===== src/rtl/decode_queue.sv =====
// decode_queue: MIPS32 decoder feeding a small FIFO of decoded bundles.
// Define DECODE_TRAP_EN to decode break/syscall/teq as trapping ops.
module decode_queue #(
  parameter int DEPTH = 4,
  parameter int PC_W  = 32
) (
  input  logic                   clk,
  input  logic                   rst_n,
  input  logic                   in_valid,
  output logic                   in_ready,
  input  logic [31:0]            in_instr,
  input  logic [PC_W-1:0]        in_pc,
  input  logic                   flush,
  output logic                   out_valid,
  input  logic                   out_ready,
  output logic [PC_W-1:0]        out_pc,
  output logic [5:0]             out_op,
  output logic [4:0]             out_rs,
  output logic [4:0]             out_rt,
  output logic [4:0]             out_rd,
  output logic [4:0]             out_shamt,
  output logic [15:0]            out_imm,
  output logic [25:0]            out_addr,
  output logic                   out_wr,
  output logic                   out_exc,
  output logic [4:0]             out_cause,
  output logic [$clog2(DEPTH):0] count
);

  localparam int AW = $clog2(DEPTH);
  localparam int CW = AW + 1;

  typedef enum logic [1:0] {
    RD_NONE, RD_RT, RD_RD, RD_31
  } rd_sel_e;

  typedef struct packed {
    logic [5:0] op;
    logic [4:0] fld;
    rd_sel_e    rd_sel;
    logic       wr;
  } ctl_t;

  typedef struct packed {
    logic [PC_W-1:0] pc;
    logic [5:0]      op;
    logic [4:0]      rs;
    logic [4:0]      rt;
    logic [4:0]      rd;
    logic [4:0]      sh;
    logic [15:0]     imm;
    logic [25:0]     addr;
    logic            wr;
    logic            exc;
    logic [4:0]      cause;
  } ent_t;

  // Field-use masks: {rs, rt, shamt, imm, addr}
  localparam logic [4:0] U_NO  = 5'b00000;
  localparam logic [4:0] U_RS  = 5'b10000;
  localparam logic [4:0] U_RT  = 5'b01000;
  localparam logic [4:0] U_RR  = 5'b11000;
  localparam logic [4:0] U_SH  = 5'b01100;
  localparam logic [4:0] U_I   = 5'b11010;
  localparam logic [4:0] U_LUI = 5'b01010;
  localparam logic [4:0] U_BZ  = 5'b10010;
  localparam logic [4:0] U_J   = 5'b00001;

  function automatic ctl_t mk(
    input logic [5:0] op,
    input logic [4:0] fld,
    input rd_sel_e    sel,
    input logic       wr
  );
    ctl_t c;
    c.op     = op;
    c.fld    = fld;
    c.rd_sel = sel;
    c.wr     = wr;
    return c;
  endfunction

  logic [5:0] w_opc;
  logic [5:0] w_fn;
  logic [4:0] w_rsf;
  logic [4:0] w_rtf;
  ctl_t       w_ctl;
  logic       w_exc;
  logic [4:0] w_cause;
  ent_t       w_ent;
  ent_t       w_head;
  logic       w_push;
  logic       w_pop;

  logic [AW-1:0] r_wp;
  logic [AW-1:0] r_rp;
  logic [CW-1:0] r_count;
  ent_t          r_hold;
  ent_t          r_mem [DEPTH];

  assign w_opc = in_instr[31:26];
  assign w_fn  = in_instr[5:0];
  assign w_rsf = in_instr[25:21];
  assign w_rtf = in_instr[20:16];

  always_comb begin
    w_ctl = '0;
    unique case (w_opc)
      6'h00: begin
        unique case (w_fn)
          6'h00: if (w_rsf == '0) w_ctl = mk(6'd11, U_SH, RD_RD, 1'b1);
          6'h02: if (w_rsf == '0) w_ctl = mk(6'd12, U_SH, RD_RD, 1'b1);
          6'h03: if (w_rsf == '0) w_ctl = mk(6'd13, U_SH, RD_RD, 1'b1);
          6'h04: w_ctl = mk(6'd14, U_RR, RD_RD, 1'b1);
          6'h06: w_ctl = mk(6'd15, U_RR, RD_RD, 1'b1);
          6'h07: w_ctl = mk(6'd16, U_RR, RD_RD, 1'b1);
          6'h08: w_ctl = mk(6'd17, U_RS, RD_NONE, 1'b0);
          6'h09: w_ctl = mk(6'd33, U_RS, RD_RD, 1'b1);
`ifdef DECODE_TRAP_EN
          6'h0C: w_ctl = mk(6'd46, U_NO, RD_NONE, 1'b0);
          6'h0D: w_ctl = mk(6'd45, U_NO, RD_NONE, 1'b0);
          6'h34: w_ctl = mk(6'd47, U_RR, RD_NONE, 1'b0);
`endif
          6'h10: w_ctl = mk(6'd36, U_NO, RD_RD, 1'b1);
          6'h11: w_ctl = mk(6'd34, U_RS, RD_NONE, 1'b0);
          6'h12: w_ctl = mk(6'd37, U_NO, RD_RD, 1'b1);
          6'h13: w_ctl = mk(6'd35, U_RS, RD_NONE, 1'b0);
          6'h19: w_ctl = mk(6'd51, U_RR, RD_NONE, 1'b0);
          6'h1A: w_ctl = mk(6'd52, U_RR, RD_NONE, 1'b0);
          6'h1B: w_ctl = mk(6'd53, U_RR, RD_NONE, 1'b0);
          6'h20: w_ctl = mk(6'd1,  U_RR, RD_RD, 1'b1);
          6'h21: w_ctl = mk(6'd2,  U_RR, RD_RD, 1'b1);
          6'h22: w_ctl = mk(6'd3,  U_RR, RD_RD, 1'b1);
          6'h23: w_ctl = mk(6'd4,  U_RR, RD_RD, 1'b1);
          6'h24: w_ctl = mk(6'd5,  U_RR, RD_RD, 1'b1);
          6'h25: w_ctl = mk(6'd6,  U_RR, RD_RD, 1'b1);
          6'h26: w_ctl = mk(6'd7,  U_RR, RD_RD, 1'b1);
          6'h27: w_ctl = mk(6'd8,  U_RR, RD_RD, 1'b1);
          6'h2A: w_ctl = mk(6'd9,  U_RR, RD_RD, 1'b1);
          6'h2B: w_ctl = mk(6'd10, U_RR, RD_RD, 1'b1);
          default: ;
        endcase
      end
      6'h01: if (w_rtf == 5'd1) w_ctl = mk(6'd54, U_BZ, RD_NONE, 1'b0);
      6'h02: w_ctl = mk(6'd30, U_J,   RD_NONE, 1'b0);
      6'h03: w_ctl = mk(6'd31, U_J,   RD_31,   1'b1);
      6'h04: w_ctl = mk(6'd25, U_I,   RD_NONE, 1'b0);
      6'h05: w_ctl = mk(6'd26, U_I,   RD_NONE, 1'b0);
      6'h08: w_ctl = mk(6'd18, U_I,   RD_RT,   1'b1);
      6'h09: w_ctl = mk(6'd19, U_I,   RD_RT,   1'b1);
      6'h0A: w_ctl = mk(6'd27, U_I,   RD_RT,   1'b1);
      6'h0B: w_ctl = mk(6'd28, U_I,   RD_RT,   1'b1);
      6'h0C: w_ctl = mk(6'd20, U_I,   RD_RT,   1'b1);
      6'h0D: w_ctl = mk(6'd21, U_I,   RD_RT,   1'b1);
      6'h0E: w_ctl = mk(6'd22, U_I,   RD_RT,   1'b1);
      6'h0F: w_ctl = mk(6'd29, U_LUI, RD_RT,   1'b1);
      6'h10: begin
        if (in_instr[25] && in_instr[24:6] == '0 && w_fn == 6'h18)
          w_ctl = mk(6'd44, U_NO, RD_NONE, 1'b0);
        else if (w_rsf == 5'd0)
          w_ctl = mk(6'd48, U_RT, RD_RT, 1'b1);
        else if (w_rsf == 5'd4)
          w_ctl = mk(6'd49, U_RT, RD_RD, 1'b0);
      end
      6'h1C: begin
        if (w_fn == 6'h20)
          w_ctl = mk(6'd32, U_RS, RD_RD, 1'b1);
        else if (w_fn == 6'h02)
          w_ctl = mk(6'd50, U_RR, RD_RD, 1'b1);
      end
      6'h20: w_ctl = mk(6'd40, U_I, RD_RT,   1'b1);
      6'h21: w_ctl = mk(6'd41, U_I, RD_RT,   1'b1);
      6'h23: w_ctl = mk(6'd23, U_I, RD_RT,   1'b1);
      6'h24: w_ctl = mk(6'd42, U_I, RD_RT,   1'b1);
      6'h25: w_ctl = mk(6'd43, U_I, RD_RT,   1'b1);
      6'h28: w_ctl = mk(6'd38, U_I, RD_NONE, 1'b0);
      6'h29: w_ctl = mk(6'd39, U_I, RD_NONE, 1'b0);
      6'h2B: w_ctl = mk(6'd24, U_I, RD_NONE, 1'b0);
      default: ;
    endcase
  end

  // teq traps unconditionally here; execute qualifies it with rs==rt
  always_comb begin
    w_exc   = 1'b0;
    w_cause = 5'd0;
    unique case (w_ctl.op)
      6'd0: begin
        w_exc   = 1'b1;
        w_cause = 5'd10;
      end
`ifdef DECODE_TRAP_EN
      6'd45: begin
        w_exc   = 1'b1;
        w_cause = 5'd9;
      end
      6'd46: begin
        w_exc   = 1'b1;
        w_cause = 5'd8;
      end
      6'd47: begin
        w_exc   = 1'b1;
        w_cause = 5'd13;
      end
`endif
      default: ;
    endcase
  end

  always_comb begin
    w_ent       = '0;
    w_ent.pc    = in_pc;
    w_ent.op    = w_ctl.op;
    w_ent.wr    = w_ctl.wr;
    w_ent.exc   = w_exc;
    w_ent.cause = w_cause;
    if (w_ctl.fld[4]) w_ent.rs   = in_instr[25:21];
    if (w_ctl.fld[3]) w_ent.rt   = in_instr[20:16];
    if (w_ctl.fld[2]) w_ent.sh   = in_instr[10:6];
    if (w_ctl.fld[1]) w_ent.imm  = in_instr[15:0];
    if (w_ctl.fld[0]) w_ent.addr = in_instr[25:0];
    case (w_ctl.rd_sel)
      RD_RT:   w_ent.rd = in_instr[20:16];
      RD_RD:   w_ent.rd = in_instr[15:11];
      RD_31:   w_ent.rd = 5'd31;
      default: w_ent.rd = 5'd0;
    endcase
  end

  assign in_ready  = r_count < CW'(DEPTH);
  assign out_valid = r_count != '0;
  assign w_push    = in_valid && in_ready && !flush;
  assign w_pop     = out_valid && out_ready && !flush;
  assign count     = r_count;

  always_ff @(posedge clk or negedge rst_n) begin
    if (!rst_n) begin
      r_wp    <= '0;
      r_rp    <= '0;
      r_count <= '0;
      r_hold  <= '0;
    end else if (flush) begin
      r_wp    <= '0;
      r_rp    <= '0;
      r_count <= '0;
    end else begin
      if (w_push) r_wp <= r_wp + AW'(1);
      if (w_pop) begin
        r_rp   <= r_rp + AW'(1);
        r_hold <= r_mem[r_rp];
      end
      r_count <= r_count + CW'(w_push) - CW'(w_pop);
    end
  end

  always_ff @(posedge clk) begin
    if (w_push) r_mem[r_wp] <= w_ent;
  end

  // When empty, present the last popped bundle (zero after reset)
  assign w_head = out_valid ? r_mem[r_rp] : r_hold;

  assign out_pc    = w_head.pc;
  assign out_op    = w_head.op;
  assign out_rs    = w_head.rs;
  assign out_rt    = w_head.rt;
  assign out_rd    = w_head.rd;
  assign out_shamt = w_head.sh;
  assign out_imm   = w_head.imm;
  assign out_addr  = w_head.addr;
  assign out_wr    = w_head.wr;
  assign out_exc   = w_head.exc;
  assign out_cause = w_head.cause;

endmodule


===== config.mk =====
export PLATFORM = sky130hd
export DESIGN_NAME = decode_queue
export DESIGN_NICKNAME = d
export VERILOG_FILES = /design/src/rtl/decode_queue.sv
export SDC_FILE = /design/constraint.sdc
export NUM_CORES = 1
export LEC_CHECK = 0
export BUFFER_PORTS_ARGS = -buffer_cell sky130_fd_sc_hd__buf_2
export CAP_MARGIN = 20
export CORE_UTILIZATION = 35
export CTS_BUF_LIST = sky130_fd_sc_hd__clkbuf_2
export DETAILED_ROUTE_END_ITERATION = 8
export PLACE_DENSITY = 0.54
export SYNTH_ARGS = -nofsm -noshare
export SYNTH_HDL_FRONTEND = slang
export SYNTH_SLANG_ARGS = --single-unit

===== constraint.sdc =====
create_clock -name clk -period 5.4 [get_ports clk]
set_input_delay 0.27 -clock clk [delete_from_list [all_inputs] [get_ports clk]]
set_output_delay 0.27 -clock clk [all_outputs]
set_load 0.01 [all_outputs]

==> impl_metrics.py, run 1 <==
metrics = {
    "run_status": {
        "status": "completed",
    },
    "floorplan": {
        "die_w_um": 251,
        "ios": 181,
        "die-area_um2": 63100,
        "die_h_um": 251,
        "std_cell_rows": 90,
        "core_area_um2": 60800,
        "start_util_pct": 35.7,
    },
    "timing": {
        "max_slew_margin_pct": 31.4,
        "fin_crit_sh_pct": 75.5,
        "worst_slack_ns": 1.32,
        "finalSetupViolations": 0,
        "clock.fmax_mhz": 245,
        "final_max_slew_viol_count": 0,
        "hold_violations": 0,
        "setup_tns_ns": 0,
        "clock_skew_ns": 0.0565,
        "tightest_slew_ns": 1.03,
        "rsz0062_at_grt": "no",
        "finalCriticalPeriod_ns": 4.08,
    },
    "pwr": {
        "ir_drop_v": 0.000263,
        "power_density_nw_per_um2": 457,
        "power.switching_mw": 3.78,
        "internal_power_mw": 8.23,
        "power.total_mw": 12.0,
        "seq_power_share_pct": 43.0,
        "power.share.clock_pct": 24.6,
        "comb_power_share_pct": 32.4,
        "p_sw_share_pct": 31.5,
        "leakage_nw": 9.61,
    },
    "setup_path": {
        "endpoint_kind": "primary output",
        "critPathLaunch": "count[2]",
        "reg2reg_slack_ns": 2.34,
        "crit_fanout": 68,
        "regToRegEndpoint": "r_hold[70]",
        "crit_family": "buffers and inverters",
        "path_buf_inv": 2,
        "crit_chain": "or3_4, buf_4, mux2_2, buf_2",
        "start_kind": "register",
        "cp.arrival_ns": 3.81,
        "worstRegToRegCells": 5,
        "r2r-start": "count[2]",
        "required_ns": 5.13,
        "slowest_delay_ns": 0.88,
        "crit_type": "reg -> out",
        "crit_slowest_cell": "buf_4",
    },
    "global_route": {
        "grt_pass1_vias": 13300,
        "grt_usage_pct": 17.5,
        "grt_max_degree": 69,
        "grt_pass1_wl_um": 81400,
        "grt.overflow.total": 0,
        "antenna_found_initial": 6,
    },
    "route": {
        "wl_per_cell_um": 21.6,
        "drt_iter0_drc": 657,
        "via_per_inst": 5.04,
        "num_vias": 12500,
        "detail_route.first_pass.iterations": 5,
        "wirelength_um": 53700,
        "ant_nets": 0,
        "drc": 0,
    },
    "clock_network": {
        "cts_root_buffer": "clkbuf_2",
        "clockBufferDepth": 3,
        "htreeDepth": 4,
        "numCtsBuffers": 139,
        "clk_latency_ns": 1.24,
        "cts_tree": "done",
        "cts.sinks": 517,
        "post_cts_resized": 0,
        "path_clk_slew_ns": 0.10,
    },
    "synthesis": {
        "yosys_warnings": 0,
        "synthesis.area_um2": 21700,
        "synth_flop_cell": "edfxtp_1",
        "synth.avg_cell_area_um2": 18.3,
        "synth-seq-area-share_pct": 69.0,
        "synth-seq-cells": 517,
        "synth_area_leaders": "edfxtp_1 (56%), dfrtp_1 (13%), mux2_2 (11%)",
        "synthArstFlopShare_pct": 21.1,
        "yosys.area.top_type": "edfxtp_1",
        "ys_types": 67,
        "netlist.area_leader.share_pct": 56.4,
        "synth_edf_count": 408,
        "postSynthCellCount": 1186,
    },
    "run": {
        "max_cap_violations": 0,
    },
    "worst_hold_path": {
        "hold_path_class": "in -> reg",
        "hold_end": "r_mem[1][34]",
        "worstHoldStart": "in_instr[2]",
        "worstHoldPathCells": 4,
    },
    "finish": {
        "fin_nets": 1669,
        "area_growth_pct": 21.1,
        "final_cells": 2489,
        "drive_gt1_share_pct": 44.2,
    },
    "placement": {
        "gp_routability_congestion": 0.876,
        "post-place-cells": 2088,
        "port-buffer-count": 177,
        "hpwl_um": 31000,
        "pre_cts_slack_ns": 2.21,
    },
}
[power groups by stage]
stage	combinational [mW]	sequential (mW)	clock, mW
after floorplan	2.67	5.12	0
after global placement	3.92	5.24	0
after detailed placement	3.94	5.27	0
after CTS	4.05	5.18	3.09
after global routing	4.25	5.25	3.30
final	3.89	5.16	2.95
[how the worst max path moves through the flow]
| stage | cells after the start | endpoint |
|---|---|---|
| floorplan | 3 | r_mem[0][100] |
| global placement | 5 | r_mem[0][46] |
| detailed placement | 5 | r_mem[1][46] |
| CTS | 4 | out_shamt[4] |
| global route | 4 | out_pc[17] |
| finish | 4 | out_imm[0] |
[metrics by stage]
stage	hold slack (ns)	area [um^2]	utilization, %
after floorplan	-0.0256	21700	-
after global placement	0.279	23400	38.5
after detailed placement	0.282	23400	38.5
after CTS	0.00924	26300	43.2
after global routing	0.0963	26300	43.2
final	0.246	26300	43.3
[cells in the final DEF, fill, tap and decap left out, drive strengths merged, types with 5 or more instances in the layout]
cell type and instances:
a21oi 17, a31oi 8, and2 22, and3 24, buf 196, bufinv 6, clkbuf 218, clkinv 17
dfrtp 109, diode 7, dlygate4sd3 145, edfxtp 408, ha 6, inv 22, mux2 205, mux4 102
nand2 18, nand2b 5, nand3 10, nor2 28, nor2b 26, nor3 8, nor4 11, o211ai 5
o21ai 12
[per-layer routing]
metal | GRT usage (%) | share of wire (%) | vias up
met5 | 0 | 0 | -
met4 | 6.27 | 1.9 | 0
met3 | 5.17 | 6.2 | 78
met2 | 28.5 | 49 | 417
met1 | 22.1 | 43 | 6429
li1 | - | - | 5616
[state kept, by name, summed over array words and instances, names as in the netlist]
name	flops
r_mem	408
r_hold	102
r_wp	2
count	3
r_rp	2
[cell usage after synthesis, types with 2 or more instances]
master	n
a221oi_1	2
nor2_1	28
edfxtp_1	408
mux4_2	102
ha_1	6
nor2b_1	26
buf_4	5
and2_1	22
o211ai_1	5
nand2_1	18
nand3_1	10
nor3b_1	4
mux2i_1	3
buf_1	8
o21ai_0	11
a211o_1	2
nand4_1	4
and3b_1	2
o2111ai_1	3
dfrtp_1	109
nor4_1	8
nand4b_1	2
buf_2	18
buf_6	3
inv_1	15
nand3b_1	2
o311ai_0	2
a2111o_1	2
o22ai_1	2
xnor2_1	3
and3_1	24
a21o_1	2
nand2b_1	5
nor4_2	3
xor2_1	3
or3_1	4
a31oi_1	8
clkbuf_1	43
a21oi_1	17
nor4b_1	2
nor3_1	8
mux2_2	205
a211oi_1	3
[cell families (layout without fill, tap and decap cells)]
kind of cell / count (synthesis) / after routing / share of synthesized area [%]
simple gates: 178 / 178 / 4.80
compound gates: 72 / 72 / 2.24
other cells: 1 / 10 / 0.0173
flops: 517 / 517 / 69.0
xor+xnor: 6 / 6 / 0.242
mux: 310 / 310 / 21.3
buf+inv: 94 / 606 / 1.92
fa+ha+maj: 8 / 8 / 0.484
[timing repair]
item / 4_1_cts / 5_1_grt
hold buffers: 146 / 0
hold endpoints to repair: 746 / 0
setup buffers: 0 / 0
[worst reg2reg max path, delay by kind of cell (launching register included)]
kind                   cells  cell delay [ns]
muxes                      1             0.46
DFF                        1             0.44
buffers and inverters      1             0.78
and+or+nand+nor            3             1.22
[layout make-up]
cell class | count | area (um^2)
Antenna cell | 7 | 17.5
Clock buffer | 218 | 1090
Clock inverter | 30 | 279
Fill cell | 5638 | 34500
Inverter | 17 | 63.8
Multi-Input combinational cell | 577 | 6370
Sequential cell | 517 | 15000
Tap cell | 782 | 978
Timing Repair Buffer | 341 | 2520
Power figures use the tool's default switching activity.
==> run 2: changes to the inputs <==
- ABC_AREA: unset -> 1
- PLACE_DENSITY: 0.54 -> 0.56
- clock period: 5.4 -> 3.5 ns (I/O delays scaled with it)
==> run 2 against run 1 <==
Compared with the run above: the flow now finishes with violations (setup timing); utilization is 0.88 points higher; non-clock buffer count is 34 higher; wire length is 15% higher; combinational power is 90% higher; final area is 4.1% higher; flip-flop and latch count stayed put; die area is 1.7% higher; synthesized area is 1.7% higher; clock-buffer cell count is 13 lower; sequential share of layout area is 2.3 points lower; critical path depth is 10 higher; critical path type is now in -> reg; critical endpoint is now r_mem[1][60].
==> impl_metrics.py, run 2 <==
metrics = {
    "synthesis": {
        "synth-seq-area-share_pct": 67.8,
        "synthesis.area_um2": 22100,
        "synthArstFlopShare_pct": 21.1,
        "yosys_warnings": 0,
        "synth_area_leaders": "edfxtp_1 (55%), dfrtp_1 (12%), o21ai_0 (9.0%)",
        "synth_commonest_cells": "edfxtp_1 (408), o21ai_0 (397), nor2_1 (327)",
        "yosys.area.top_type": "edfxtp_1",
        "synth.avg_cell_area_um2": 10.6,
        "synth-seq-cells": 517,
        "synth_most_common_cell": "edfxtp_1",
        "synth_edf_count": 408,
        "postSynthCellCount": 2093,
        "synth_flop_cell": "edfxtp_1",
        "ys_types": 34,
        "netlist.area_leader.share_pct": 55.5,
    },
    "timing": {
        "finalSetupViolations": 4,
        "hold_violations": 0,
        "setup_tns_ns": -0.105,
        "fin_crit_sh_pct": 101,
        "tightest_slew_ns": 0.869,
        "final_max_slew_viol_count": 0,
        "worst_slack_ns": -0.0334,
        "whs_ns": 0.198,
        "finalCriticalPeriod_ns": 3.53,
        "rsz0062_at_grt": "yes",
        "clock.fmax_mhz": 283,
        "max_slew_margin_pct": 42.0,
        "clock_skew_ns": 0.0746,
    },
    "route": {
        "ant_nets": 0,
        "via_per_inst": 4.87,
        "num_vias": 16800,
        "detail_route.first_pass.iterations": 5,
        "met3WireLength_um": 3210,
        "top_layer_used": "met4",
        "drt_iter0_drc": 1190,
        "wl_met2_um": 30300,
        "wl_per_cell_um": 17.9,
        "m1WireLength_um": 26800,
        "drc": 0,
        "wirelength_um": 61600,
    },
    "finish": {
        "fin_nets": 2566,
        "area_growth_pct": 24.0,
        "largest_reg_flops": 408,
        "fin_util_pct": 44.1,
        "drive_gt1_share_pct": 20.2,
        "final_cell_mix": "edfxtp_1 (408), o21ai_0 (388), nor2_1 (322)",
        "final_common_cell": "edfxtp_1",
        "fin_area_um2": 27400,
        "fillers": 5930,
        "largest-register": "r_mem",
    },
    "global_route": {
        "antenna_found_initial": 3,
        "grt_pass1_vias": 16400,
        "grt.overflow.total": 0,
        "grt_usage_pct": 19.1,
        "grt_max_degree": 103,
        "grt_pass1_wl_um": 92300,
    },
    "clock_network": {
        "cts_tree": "done",
        "htreeDepth": 4,
        "path_clk_slew_ns": 0.10,
        "numCtsBuffers": 137,
        "clockBufferDepth": 3,
        "cts_root_buffer": "clkbuf_2",
        "cts.sinks": 517,
        "clk_latency_ns": 1.29,
    },
    "floorplan": {
        "die-area_um2": 64100,
        "start_util_pct": 35.6,
        "ios": 181,
        "die_h_um": 253,
        "std_cell_rows": 91,
        "core_area_um2": 62100,
        "die_w_um": 253,
    },
    "setup_path": {
        "crit_type": "in -> reg",
        "cp.arrival_ns": 4.52,
        "crit_chain": "buf_2, dlygate4sd3_1, inv_1, nand3_1, dlygate4sd3_1, nor2_1, dlygate4sd3_1, o21ai_0, dlygate4sd3_1, nand2_1, dlygate4sd3_1, nor2_2, a21oi_1, dlygate4sd3_1",
        "required_ns": 4.49,
        "path_buf_inv": 8,
        "crit_family": "buffers and inverters",
        "crit_slowest_cell": "dlygate4sd3_1",
        "slowest_delay_ns": 0.61,
        "critPathMostFrequentCell": "dlygate4sd3_1",
        "endpoint_kind": "register",
        "start_kind": "input pin",
        "crit_fanout": 4,
    },
    "worst_hold_path": {
        "hold_path_class": "in -> reg",
    },
    "placement": {
        "gp_routability_congestion": 0.866,
        "port-buffer-count": 177,
        "hpwl_um": 36000,
        "placed_area_um2": 24000,
    },
    "run_status": {
        "status": "finished, violations left",
        "violations": "setup timing",
    },
    "pwr": {
        "power_density_nw_per_um2": 721,
        "leakage_nw": 11.0,
        "ir_drop_v": 0.000498,
    },
    "run": {
        "max_cap_violations": 0,
    },
}
run 2: cells by family (layout without fill, tap and decap cells):
group	count (synthesis)	in the layout	share of synthesized area, %
AO/OA/AOI/OAI	551	551	13.2
AND/OR/NAND/NOR	712	714	13.0
other	1	8	0.0170
adder cells (fa/ha/maj)	7	7	0.431
buffers and inverters	305	810	5.52
flip-flops	517	517	67.8
run 2: per-stage QoR:
stage	worst slack (ns)	total power [mW]	cells
6_report	-0.0334	19.7	3444
5_1_grt	-0.0477	21.2	3443
4_1_cts	-0.00516	19.9	3435
3_5_place_dp	0.611	14.9	3016
3_3_place_gp	0.637	14.8	3016
2_1_floorplan	-0.440	12.2	2095
run 2: cell type report:
class / instances / area, um^2 / area share (%)
Antenna cell: 5 / 12.5 / 0.0457
Inverter: 183 / 713 / 2.60
Clock inverter: 46 / 349 / 1.27
Tap cell: 837 / 1050 / 3.82
Timing Repair inverter: 1 / 8.76 / 0.0320
Timing Repair Buffer: 375 / 3110 / 11.4
Multi-Input combinational cell: 1275 / 6140 / 22.4
Sequential cell: 517 / 15000 / 54.7
Clock buffer: 205 / 1030 / 3.75
run 2: per-layer routing:
metal | GRT usage, % | up-vias
met5 | 0 | -
met4 | 7.00 | 0
met3 | 4.75 | 89
met2 | 31.7 | 438
met1 | 24.2 | 8111
li1 | - | 8128
run 2: what timing repair did:
| action | 4_1_cts | 5_1_grt |
|---|---|---|
| endpoints found under the hold margin | 1034 | 0 |
| hold buffers | 157 | 0 |
| buffers inserted | 8 | 1 |
| pin swaps | 2 | 2 |
| setup endpoints to repair | 104 | 60 |
| resized for setup | 43 | 18 |
| gates cloned | 3 | 3 |
run 2: final timing paths:
| check | from | endpoint | slack (ns) | cells past startpoint |
|---|---|---|---|---|
| max in group asynchronous | rst_n | r_hold[64] | 2.27 | 6 |
| worst min-delay path | in_instr[24] | r_mem[3][66] | 0.20 | 4 |
| worst max register to register | count[1] | count[1] | 0.25 | 11 |
| worst min register to register | r_hold[92] | r_hold[92] | 0.52 | 2 |
| min in group asynchronous | rst_n | r_rp[0] | 0.56 | 5 |
| worst max-delay path | in_instr[25] | r_mem[1][60] | -0.03 | 14 |
run 2: power by group:
group / switching [mW] / total [mW] / internal, mW
combinational: 4.86 / 7.38 / 2.51
sequential: 0.268 / 7.85 / 7.58
clock: 2.49 / 4.51 / 2.02
run 2: tightest hold or removal path: stages:
cell           delay, ns
buf_2               0.10
inv_1               0.10
dlygate4sd3_1       0.71
a21oi_1             0.16
==> run 3: changes to the inputs <==
- ABC_CLOCK_PERIOD_IN_PS: unset -> 3600
- CELL_PAD_IN_SITES_DETAIL_PLACEMENT: unset -> 1
- CELL_PAD_IN_SITES_GLOBAL_PLACEMENT: unset -> 2
- PLACE_DENSITY: 0.56 -> 0.75
- clock period: 3.5 -> 3.6 ns (I/O delays scaled with it)
==> run 3 against run 2 <==
Compared with the run above: clock power shrank 5.5%; critical path depth shrank 9; setup slack gained 0.15 ns; the flow now finishes without violations; hold slack lost 0.023 ns; clock skew grew 0.0064 ns; largest power group unchanged.
==> impl_metrics.py, run 3 (synthesized netlist as in run 2, its figures left out) <==
metrics = {
    "global_route": {
        "grt_usage_pct": 21.2,
        "antenna_found_initial": 3,
        "grt_pass1_vias": 18300,
        "grt_pass1_wl_um": 103000,
        "grt.overflow.total": 0,
        "grt_max_degree": 206,
    },
    "floorplan": {
        "core_area_um2": 62100,
        "die_h_um": 253,
        "start_util_pct": 35.6,
        "die-area_um2": 64100,
        "std_cell_rows": 91,
        "ios": 181,
        "die_w_um": 253,
    },
    "pwr": {
        "ir_drop_v": 0.000676,
        "power.total_mw": 19.2,
        "power_density_nw_per_um2": 709,
        "leakage_nw": 10.8,
    },
    "placement": {
        "hpwl_um": 38000,
        "post-place-cells": 3008,
        "placed_area_um2": 23900,
        "pre_cts_slack_ns": 1.13,
        "port-buffer-count": 177,
        "gp_routability_congestion": 0.856,
    },
    "setup_path": {
        "r2r-start": "count[2]",
        "crit_slowest_cell": "o21ai_0",
        "endpoint_kind": "primary output",
        "crit_type": "reg -> out",
        "crit_fanout": 205,
        "start_kind": "register",
        "crit_chain": "nor3_1, inv_6, buf_12, o21ai_0, buf_2",
        "required_ns": 3.42,
        "slowest_delay_ns": 0.46,
        "critPathLaunch": "count[1]",
        "cp.arrival_ns": 3.31,
    },
    "timing": {
        "rsz0062_at_grt": "yes",
        "finalCriticalPeriod_ns": 3.49,
        "clock_skew_ns": 0.0810,
        "hold_violations": 0,
        "clock.fmax_mhz": 287,
        "max_slew_margin_pct": 31.6,
        "fin_crit_sh_pct": 96.9,
        "tightest_slew_ns": 1.03,
        "final_max_slew_viol_count": 0,
        "finalSetupViolations": 0,
        "worst_slack_ns": 0.112,
    },
    "route": {
        "wl_per_cell_um": 19.6,
        "num_vias": 17100,
        "via_per_inst": 5.01,
        "detail_route.first_pass.iterations": 5,
        "ant_nets": 0,
        "drc": 0,
        "wirelength_um": 66900,
        "drt_iter0_drc": 991,
    },
    "worst_hold_path": {
        "hold_path_class": "in -> reg",
        "worstHoldStart": "flush",
    },
    "clock_network": {
        "clk_latency_ns": 1.29,
        "cts_tree": "done",
        "cts_root_buffer": "clkbuf_2",
        "path_clk_slew_ns": 0.09,
        "clockBufferDepth": 3,
        "numCtsBuffers": 136,
        "cts.sinks": 517,
        "htreeDepth": 4,
    },
    "finish": {
        "largest_reg_flops": 408,
        "drive_gt1_share_pct": 18.7,
        "fin_util_pct": 43.5,
        "final_cell_mix": "edfxtp_1 (408), o21ai_0 (386), nor2_1 (323)",
        "fin_nets": 2544,
        "fin_area_um2": 27000,
        "largest-register": "r_mem",
        "final_cells": 3413,
        "area_growth_pct": 22.3,
        "final_common_cell": "edfxtp_1",
    },
    "run": {
        "max_cap_violations": 0,
    },
    "run_status": {
        "status": "completed",
    },
}
-- run 3: changes by cell type in the layout (fill, tap and decap cells not counted), sizes merged, moves of 2 or more --
cell         before  now
buf             215  201
clkinv           34   23
clkbuf          207  210
bufinv            6    4
diode             5    3
dlygate4sd3     155  153
nor2            343  341
-- run 3: what timing repair did --
action	4_1_cts	5_1_grt
endpoints found under the hold margin	1034	0
gates cloned	4	1
hold buffers	154	0
buffers inserted	0	0
setup endpoints to repair	86	59
resized for setup	16	19
-- run 3: path summary, 6_finish.rpt --
path	slack, ns	end	depth (start not counted)
max in group asynchronous	2.29	r_hold[60]	6
min in group asynchronous	0.55	r_hold[29]	5
worst max register to register	1.18	count[0]	8
worst max-delay path	0.11	out_pc[20]	5
worst min register to register	0.52	r_hold[91]	2
worst min-delay path	0.17	r_hold[27]	6
-- run 3: area by class of cell --
| type | count | area (um^2) |
|---|---|---|
| multi-input cells | 1273 | 5980 |
| fillers | 6994 | 35000 |
| inverters | 183 | 709 |
| clock inverters | 34 | 253 |
| flip-flops and latches | 517 | 15000 |
| well taps | 837 | 1050 |
| diodes | 3 | 7.51 |
| repair buffers | 357 | 2970 |
| clock buffers | 209 | 1050 |
-- run 3: power by group --
| part | internal [mW] | switching [mW] |
|---|---|---|
| Sequential | 7.37 | 0.265 |
| Combinational | 2.36 | 4.89 |
| Clock | 1.83 | 2.43 |
-- run 3: through the flow --
stage / TNS, ns / hold WS [ns]
final: 0 / 0.175
after global routing: -0.218 / 0.0783
after CTS: -0.00379 / 0.0264
after detailed placement: 0 / 0.350
after global placement: 0 / 0.342
after floorplan: -138.59 / -0.116
-- run 3: metal layers --
metal / GRT usage [%] / share of wire, %
met1: 27.1 / 44
met2: 35.4 / 49
met3: 5.34 / 5.0
met4: 6.16 / 1.8
met5: 0 / 0
-- run 3: critical path, delay by kind of cell (launching register included) --
kind | cells | cell delay (ns)
AO/OA/AOI/OAI | 1 | 0.46
buffers and inverters | 3 | 0.51
flip-flops | 1 | 0.43
AND/OR/NAND/NOR | 1 | 0.41
